===== config.mk =====
export PLATFORM = sky130hd
export DESIGN_NAME = vga_timing_core_flat
export DESIGN_NICKNAME = d
export VERILOG_FILES = /design/src/rtl/vga_timing_pkg.sv /design/src/rtl/vga_timing_if.sv /design/src/rtl/vga_axis_counter.sv /design/src/rtl/vga_timing_core.sv /design/src/flat_wrapper.sv
export SDC_FILE = /design/constraint.sdc
export NUM_CORES = 1
export LEC_CHECK = 0
export ABC_CLOCK_PERIOD_IN_PS = 7050
export CORE_ASPECT_RATIO = 0.8
export CORE_MARGIN = 2
export CORE_UTILIZATION = 49
export CTS_BUF_LIST = sky130_fd_sc_hd__clkbuf_8 sky130_fd_sc_hd__clkbuf_16
export DETAILED_ROUTE_END_ITERATION = 16
export PLACE_DENSITY = 0.75
export SLEW_MARGIN = 40
export SYNTH_ARGS = -nofsm -noshare
export SYNTH_HDL_FRONTEND = slang
export SYNTH_SLANG_ARGS = --single-unit

===== constraint.sdc =====
create_clock -name i_clk -period 7.05 [get_ports i_clk]
set_clock_uncertainty 0.2 [all_clocks]
set_input_delay 1.41 -clock i_clk [delete_from_list [all_inputs] [get_ports i_clk]]
set_output_delay 1.41 -clock i_clk [all_outputs]
set_load 0.05 [all_outputs]

===== src/rtl/vga_timing_pkg.sv =====
// Shared 640x480@60 raster constants and the helper that sums the four timing segments.
// Downstream pixel stages import this package so everyone agrees on the geometry.
package vga_timing_pkg;

  localparam int POS_W       = 10;
  localparam int FRAME_CNT_W = 10;
  localparam int MAX_TOTAL   = 1 << POS_W;

  localparam int VGA_H_DISPLAY = 640;
  localparam int VGA_H_FRONT   = 16;
  localparam int VGA_H_SYNC    = 96;
  localparam int VGA_H_BACK    = 48;
  localparam int VGA_V_DISPLAY = 480;
  localparam int VGA_V_FRONT   = 10;
  localparam int VGA_V_SYNC    = 2;
  localparam int VGA_V_BACK    = 33;

  localparam bit VGA_H_SYNC_POL = 1'b0;
  localparam bit VGA_V_SYNC_POL = 1'b0;

  typedef logic [POS_W-1:0]       pos_t;
  typedef logic [FRAME_CNT_W-1:0] frame_cnt_t;

  function automatic int axis_total(input int display, input int front,
                                    input int sync, input int back);
    return display + front + sync + back;
  endfunction

  localparam int VGA_H_TOTAL = axis_total(VGA_H_DISPLAY, VGA_H_FRONT, VGA_H_SYNC, VGA_H_BACK);
  localparam int VGA_V_TOTAL = axis_total(VGA_V_DISPLAY, VGA_V_FRONT, VGA_V_SYNC, VGA_V_BACK);

endpackage


===== src/rtl/vga_timing_if.sv =====
// Raster timing bundle between the timing core (master) and the pixel renderer (slave).
// pix_en flows from the consumer side; everything else is produced by the core.
interface vga_timing_if;
  import vga_timing_pkg::*;

  logic       pix_en;
  logic       hsync;
  logic       vsync;
  logic       display_on;
  logic       line_start;
  logic       frame_start;
  pos_t       hpos;
  pos_t       vpos;
  frame_cnt_t frame_cnt;

  modport master (
    input  pix_en,
    output hsync, vsync, display_on, line_start, frame_start, hpos, vpos, frame_cnt
  );

  modport slave (
    output pix_en,
    input  hsync, vsync, display_on, line_start, frame_start, hpos, vpos, frame_cnt
  );

endinterface


===== src/rtl/vga_axis_counter.sv =====
// One raster axis: position counter plus sync/active flags registered from the next position,
// so the flags always describe the position presented alongside them.
module vga_axis_counter
  import vga_timing_pkg::*;
#(
  parameter int DISPLAY = VGA_H_DISPLAY,
  parameter int FRONT   = VGA_H_FRONT,
  parameter int SYNC    = VGA_H_SYNC,
  parameter int BACK    = VGA_H_BACK,
  parameter bit POL     = 1'b0
) (
  input  logic i_clk,
  input  logic i_rst_n,
  input  logic i_adv,
  output pos_t o_pos,
  output logic o_wrap,
  output logic o_sync,
  output logic o_active
);

  localparam int TOTAL    = axis_total(DISPLAY, FRONT, SYNC, BACK);
  localparam int SYNC_BEG = DISPLAY + FRONT;
  localparam int SYNC_END = SYNC_BEG + SYNC;

  // One extra bit so a sync window ending exactly at 1024 still compares correctly.
  typedef logic [POS_W:0] cmp_t;

  pos_t r_pos;
  pos_t w_pos_nxt;
  logic r_sync;
  logic r_active;
  logic w_wrap;
  logic w_sync_nxt;
  logic w_active_nxt;

  assign w_wrap       = (r_pos == pos_t'(TOTAL - 1));
  assign w_pos_nxt    = w_wrap ? '0 : r_pos + pos_t'(1);
  assign w_sync_nxt   = ({1'b0, w_pos_nxt} >= cmp_t'(SYNC_BEG)) &&
                        ({1'b0, w_pos_nxt} <  cmp_t'(SYNC_END));
  assign w_active_nxt = ({1'b0, w_pos_nxt} <  cmp_t'(DISPLAY));

  always_ff @(posedge i_clk) begin
    if (!i_rst_n) begin
      r_pos    <= '0;
      r_sync   <= ~POL;
      r_active <= 1'b1;
    end else if (i_adv) begin
      r_pos    <= w_pos_nxt;
      r_sync   <= w_sync_nxt ? POL : ~POL;
      r_active <= w_active_nxt;
    end
  end

  assign o_pos    = r_pos;
  assign o_wrap   = w_wrap;
  assign o_sync   = r_sync;
  assign o_active = r_active;

endmodule


===== src/rtl/vga_timing_core.sv =====
// VGA raster timing generator: horizontal and vertical axis counters plus line/frame strobes
// and a free-running frame counter for animation logic.
module vga_timing_core
  import vga_timing_pkg::*;
#(
  parameter int H_DISPLAY  = VGA_H_DISPLAY,
  parameter int H_FRONT    = VGA_H_FRONT,
  parameter int H_SYNC     = VGA_H_SYNC,
  parameter int H_BACK     = VGA_H_BACK,
  parameter int V_DISPLAY  = VGA_V_DISPLAY,
  parameter int V_FRONT    = VGA_V_FRONT,
  parameter int V_SYNC     = VGA_V_SYNC,
  parameter int V_BACK     = VGA_V_BACK,
  parameter bit H_SYNC_POL = VGA_H_SYNC_POL,
  parameter bit V_SYNC_POL = VGA_V_SYNC_POL
) (
  input  logic         i_clk,
  input  logic         i_rst_n,
  vga_timing_if.master io_vga
);

  localparam int H_TOTAL = axis_total(H_DISPLAY, H_FRONT, H_SYNC, H_BACK);
  localparam int V_TOTAL = axis_total(V_DISPLAY, V_FRONT, V_SYNC, V_BACK);

  if (H_TOTAL > MAX_TOTAL || V_TOTAL > MAX_TOTAL) begin : g_bad_total
    $error("vga_timing_core: H_TOTAL/V_TOTAL must not exceed 1024");
  end

  pos_t       w_hpos;
  pos_t       w_vpos;
  logic       w_h_wrap;
  logic       w_v_wrap;
  logic       w_h_sync;
  logic       w_v_sync;
  logic       w_h_active;
  logic       w_v_active;
  logic       w_v_adv;
  logic       r_line_start;
  logic       r_frame_start;
  logic       r_started;
  frame_cnt_t r_frame_cnt;

  assign w_v_adv = io_vga.pix_en & w_h_wrap;

  vga_axis_counter #(
    .DISPLAY(H_DISPLAY), .FRONT(H_FRONT), .SYNC(H_SYNC), .BACK(H_BACK), .POL(H_SYNC_POL)
  ) u_h_axis (
    .i_clk    (i_clk),
    .i_rst_n  (i_rst_n),
    .i_adv    (io_vga.pix_en),
    .o_pos    (w_hpos),
    .o_wrap   (w_h_wrap),
    .o_sync   (w_h_sync),
    .o_active (w_h_active)
  );

  vga_axis_counter #(
    .DISPLAY(V_DISPLAY), .FRONT(V_FRONT), .SYNC(V_SYNC), .BACK(V_BACK), .POL(V_SYNC_POL)
  ) u_v_axis (
    .i_clk    (i_clk),
    .i_rst_n  (i_rst_n),
    .i_adv    (w_v_adv),
    .o_pos    (w_vpos),
    .o_wrap   (w_v_wrap),
    .o_sync   (w_v_sync),
    .o_active (w_v_active)
  );

  // r_started keeps display_on low from reset until the first pixel advance.
  always_ff @(posedge i_clk) begin
    if (!i_rst_n) begin
      r_line_start  <= 1'b0;
      r_frame_start <= 1'b0;
      r_started     <= 1'b0;
      r_frame_cnt   <= '0;
    end else begin
      r_line_start  <= w_v_adv;
      r_frame_start <= w_v_adv & w_v_wrap;
      if (w_v_adv & w_v_wrap) begin
        r_frame_cnt <= r_frame_cnt + frame_cnt_t'(1);
      end
      if (io_vga.pix_en) begin
        r_started <= 1'b1;
      end
    end
  end

  assign io_vga.hpos        = w_hpos;
  assign io_vga.vpos        = w_vpos;
  assign io_vga.hsync       = w_h_sync;
  assign io_vga.vsync       = w_v_sync;
  assign io_vga.display_on  = r_started & w_h_active & w_v_active;
  assign io_vga.line_start  = r_line_start;
  assign io_vga.frame_start = r_frame_start;
  assign io_vga.frame_cnt   = r_frame_cnt;

endmodule


===== src/flat_wrapper.sv =====
// flat-port wrapper written by rule: the top's interface ports become plain ports
module vga_timing_core_flat import vga_timing_pkg::*;
#(
  parameter int H_DISPLAY  = VGA_H_DISPLAY,
  parameter int H_FRONT    = VGA_H_FRONT,
  parameter int H_SYNC     = VGA_H_SYNC,
  parameter int H_BACK     = VGA_H_BACK,
  parameter int V_DISPLAY  = VGA_V_DISPLAY,
  parameter int V_FRONT    = VGA_V_FRONT,
  parameter int V_SYNC     = VGA_V_SYNC,
  parameter int V_BACK     = VGA_V_BACK,
  parameter bit H_SYNC_POL = VGA_H_SYNC_POL,
  parameter bit V_SYNC_POL = VGA_V_SYNC_POL
)
  (i_clk, i_rst_n, io_vga_pix_en, io_vga_hsync, io_vga_vsync, io_vga_display_on, io_vga_line_start, io_vga_frame_start, io_vga_hpos, io_vga_vpos, io_vga_frame_cnt);
  vga_timing_if io_vga_i ();
  input  logic i_clk;
  input  logic i_rst_n;
  input wire logic [$bits(io_vga_i.pix_en)-1:0] io_vga_pix_en;
  output wire logic [$bits(io_vga_i.hsync)-1:0] io_vga_hsync;
  output wire logic [$bits(io_vga_i.vsync)-1:0] io_vga_vsync;
  output wire logic [$bits(io_vga_i.display_on)-1:0] io_vga_display_on;
  output wire logic [$bits(io_vga_i.line_start)-1:0] io_vga_line_start;
  output wire logic [$bits(io_vga_i.frame_start)-1:0] io_vga_frame_start;
  output wire logic [$bits(io_vga_i.hpos)-1:0] io_vga_hpos;
  output wire logic [$bits(io_vga_i.vpos)-1:0] io_vga_vpos;
  output wire logic [$bits(io_vga_i.frame_cnt)-1:0] io_vga_frame_cnt;
  assign io_vga_i.pix_en = io_vga_pix_en;
  assign io_vga_hsync = io_vga_i.hsync;
  assign io_vga_vsync = io_vga_i.vsync;
  assign io_vga_display_on = io_vga_i.display_on;
  assign io_vga_line_start = io_vga_i.line_start;
  assign io_vga_frame_start = io_vga_i.frame_start;
  assign io_vga_hpos = io_vga_i.hpos;
  assign io_vga_vpos = io_vga_i.vpos;
  assign io_vga_frame_cnt = io_vga_i.frame_cnt;
  vga_timing_core #(.H_DISPLAY(H_DISPLAY), .H_FRONT(H_FRONT), .H_SYNC(H_SYNC), .H_BACK(H_BACK), .V_DISPLAY(V_DISPLAY), .V_FRONT(V_FRONT), .V_SYNC(V_SYNC), .V_BACK(V_BACK), .H_SYNC_POL(H_SYNC_POL), .V_SYNC_POL(V_SYNC_POL)) u_core (.i_clk(i_clk), .i_rst_n(i_rst_n), .io_vga(io_vga_i));
endmodule

==> run metrics <==
most frequent cells in the layout=37 x clkdlybuf4s50_1, 37 x dfxtp_1, 24 x nand2_1, 24 x nor2_1, 15 x a21oi_1; Ant. Diodes=0; final cycle utilization of the critical path=0.567; uppermost layer routed=met4; register area share after synthesis=0.380; RSZ-0062 raised after global routing=false; worst skew pair latency=0.29 ns; post-CTS setup buffers=0; clk sink count=37; Post-synth EDFFs=0; Static Leak=0.893 nW; CTS tree=yes; DR pass1 iterations=4; post-cts hold buffer count=0; clk root buf=clkbuf_8; setup_tns=0 ns; synthesized area per cell=8.25 um2; layout cells sized above 1=0.0370; Req. time, crit path=7.03 ns; DRT met1 WL=2220 um; Synth Instances=236; fill count=345; FFs w/ async S/R, synth=0; largest net degree at the start of global routing=27; P per Cell Area=178 nW/um2; die height=60.4 um; std cell rows=20; final setup violating endpoints=0; Final Wtd Congestion=0.814; wire length per cell=13.1 um; Final Max Slew Viols=0; critical path peak fanout=18; max cap viols=0; remaining global-route overflow=0; WL final=4240 um; GRT Resource Usage Total=0.205; number of vias per cell=5.42; Netlist cell types=42; IO Count=38; Mapped Nets=244; Worst IR Drop VDD=0.227 mV; antenna-violating nets left=0; residual DRC count=0; 1st-iter DRT viols=133; DP Wirelength=2970 um; total CTS buffers=5; effective utilization at floorplan=0.512; global-route wire length before repair=7090 um; FF-to-FF Start=u_core.u_h_axis.o_pos[1]; clock transition at the registers of the reported paths=0.07 ns; DP Cell Count=317; initial antenna violation count=0; vias in the first global route=1525; cell area after synthesis=1950 um2; Synth Register Bits=37; Synth Warn #=0; crit end category=flop; Worst Hold Class=flop to flop; post-route insts no fill=325; IO Port Bufs=37; CTS max path bufs=2; Core Region=3800 um2; Worst slew margin=0.508; fmax=0.250 GHz; Crit. Startpoint=io_vga_pix_en; Area Growth Syn to Fin=25.6%; die width=74.5 um; Worst EP arrival=3.97 ns; most used flip-flop cell after synthesis=dfxtp_1; hold_sp=u_core.r_started; Worst Max-Slew Pin Slew=0.734 ns; met3 wire length=240 um; WL met2=1730 um; Fin. Hold Viols=0; post_cts resized=0; Worst setup SP type=input port; Setup Crit Path Kind=input port to flop; final net count=277; status=finished clean; post-route minimum period=4.00 ns; H-tree levels=2; Vias=1762; Die Area=4500 um2
[through the flow]
step | total power [W] | util | hold WS (ns) | worst slack (ns) | instance area (um2)
5_1_grt | 0.000446 | 0.643 | 0.285 | 2.87 | 2440
3_3_place_gp | 0.000250 | 0.612 | 0.248 | 2.80 | 2330
4_1_cts | 0.000436 | 0.643 | 0.275 | 3.04 | 2440
2_1_floorplan | 0.000241 | - | 0.222 | 3.96 | 1950
6_report | 0.000434 | 0.643 | 0.273 | 3.05 | 2440
3_5_place_dp | 0.000250 | 0.612 | 0.257 | 2.72 | 2330
[kinds of logic (layout without fill, tap and decap cells)]
| kind of cell | count (synthesis) | in the layout | share of synthesized area |
|---|---|---|---|
| mux | 5 | 5 | 0.0257 |
| xor+xnor | 18 | 18 | 0.0810 |
| simple gates | 111 | 111 | 0.309 |
| flops | 37 | 37 | 0.380 |
| buf+inv | 18 | 52 | 0.0431 |
| compound gates | 42 | 42 | 0.129 |
| fa+ha+maj | 5 | 5 | 0.0321 |
[report_power, final]
part | internal (W) | leakage, nW | switching, W | total [W]
registers | 0.000212 | 0.299 | 0.00000374 | 0.000215
logic | 0.00000998 | 0.531 | 0.0000200 | 0.0000300
clock network | 0.000114 | 0.0626 | 0.0000750 | 0.000189
total | 0.000336 | 0.893 | 0.0000987 | 0.000434
[synth_stat cells (2+ instances only)]
cell / number / area share
xnor2_1: 9 / 0.040
nor3_1: 9 / 0.023
nor4_1: 2 / 0.0064
inv_1: 6 / 0.012
a31oi_1: 2 / 0.0064
o211ai_1: 3 / 0.012
buf_6: 2 / 0.012
nand3_1: 12 / 0.031
nand2_1: 24 / 0.046
nand2b_1: 3 / 0.0096
and3_1: 7 / 0.022
nor2_1: 24 / 0.046
o21ai_0: 12 / 0.031
dfxtp_1: 37 / 0.38
xor2_1: 9 / 0.040
nand4_1: 10 / 0.032
and2_1: 3 / 0.0096
clkbuf_1: 8 / 0.015
a21boi_0: 2 / 0.0077
mux2i_1: 5 / 0.026
or3_1: 6 / 0.019
a21o_1: 3 / 0.012
a21oi_1: 15 / 0.039
ha_1: 5 / 0.032
[final timing paths]
check	endpoint	slack, ns	cells past startpoint
worst min register to register	u_core.r_started	0.27	2
worst max register to register	u_core.io_vga.frame_cnt[9]	4.17	6
worst max-delay path	u_core.io_vga.frame_cnt[9]	3.05	6
worst min-delay path	u_core.r_started	0.27	2
[worst max-delay path, cell delays in order]
cell,delay [ns]
clkdlybuf4s50_1,0.74
nand4_1,0.31
or4_1,0.80
nor4b_4,0.43
nand4_1,0.15
mux2i_1,0.14
[registers in the layout, summed over array words and instances, names as in the netlist]
name and cells:
u_core.io_vga.frame_cnt 10, u_core.u_h_axis.o_pos 10, u_core.u_v_axis.o_pos 10, u_core.io_vga.frame_start 1, u_core.io_vga.line_start 1, u_core.r_started 1
u_core.u_h_axis.o_active 1, u_core.u_h_axis.o_sync 1, u_core.u_v_axis.o_active 1, u_core.u_v_axis.o_sync 1
[area by class of cell]
cell class | count | area (um2) | share of cell area
Clock inverter | 2 | 33.8 | 0.0138
Inverter | 7 | 26.3 | 0.0107
Multi-Input combinational cell | 181 | 1120 | 0.459
Sequential cell | 37 | 741 | 0.303
Clock buffer | 6 | 82.6 | 0.0338
Timing Repair Buffer | 37 | 370 | 0.151
Tap cell | 55 | 68.8 | 0.0281
[per-layer routing]
| metal | global-route usage | vias to the layer above |
|---|---|---|
| li1 | - | 903 |
| met1 | 0.306 | 801 |
| met2 | 0.293 | 53 |
| met3 | 0.0449 | 5 |
| met4 | 0.0689 | 0 |
| met5 | 0 | - |
Note: power is estimated with default switching activity, not from simulation.
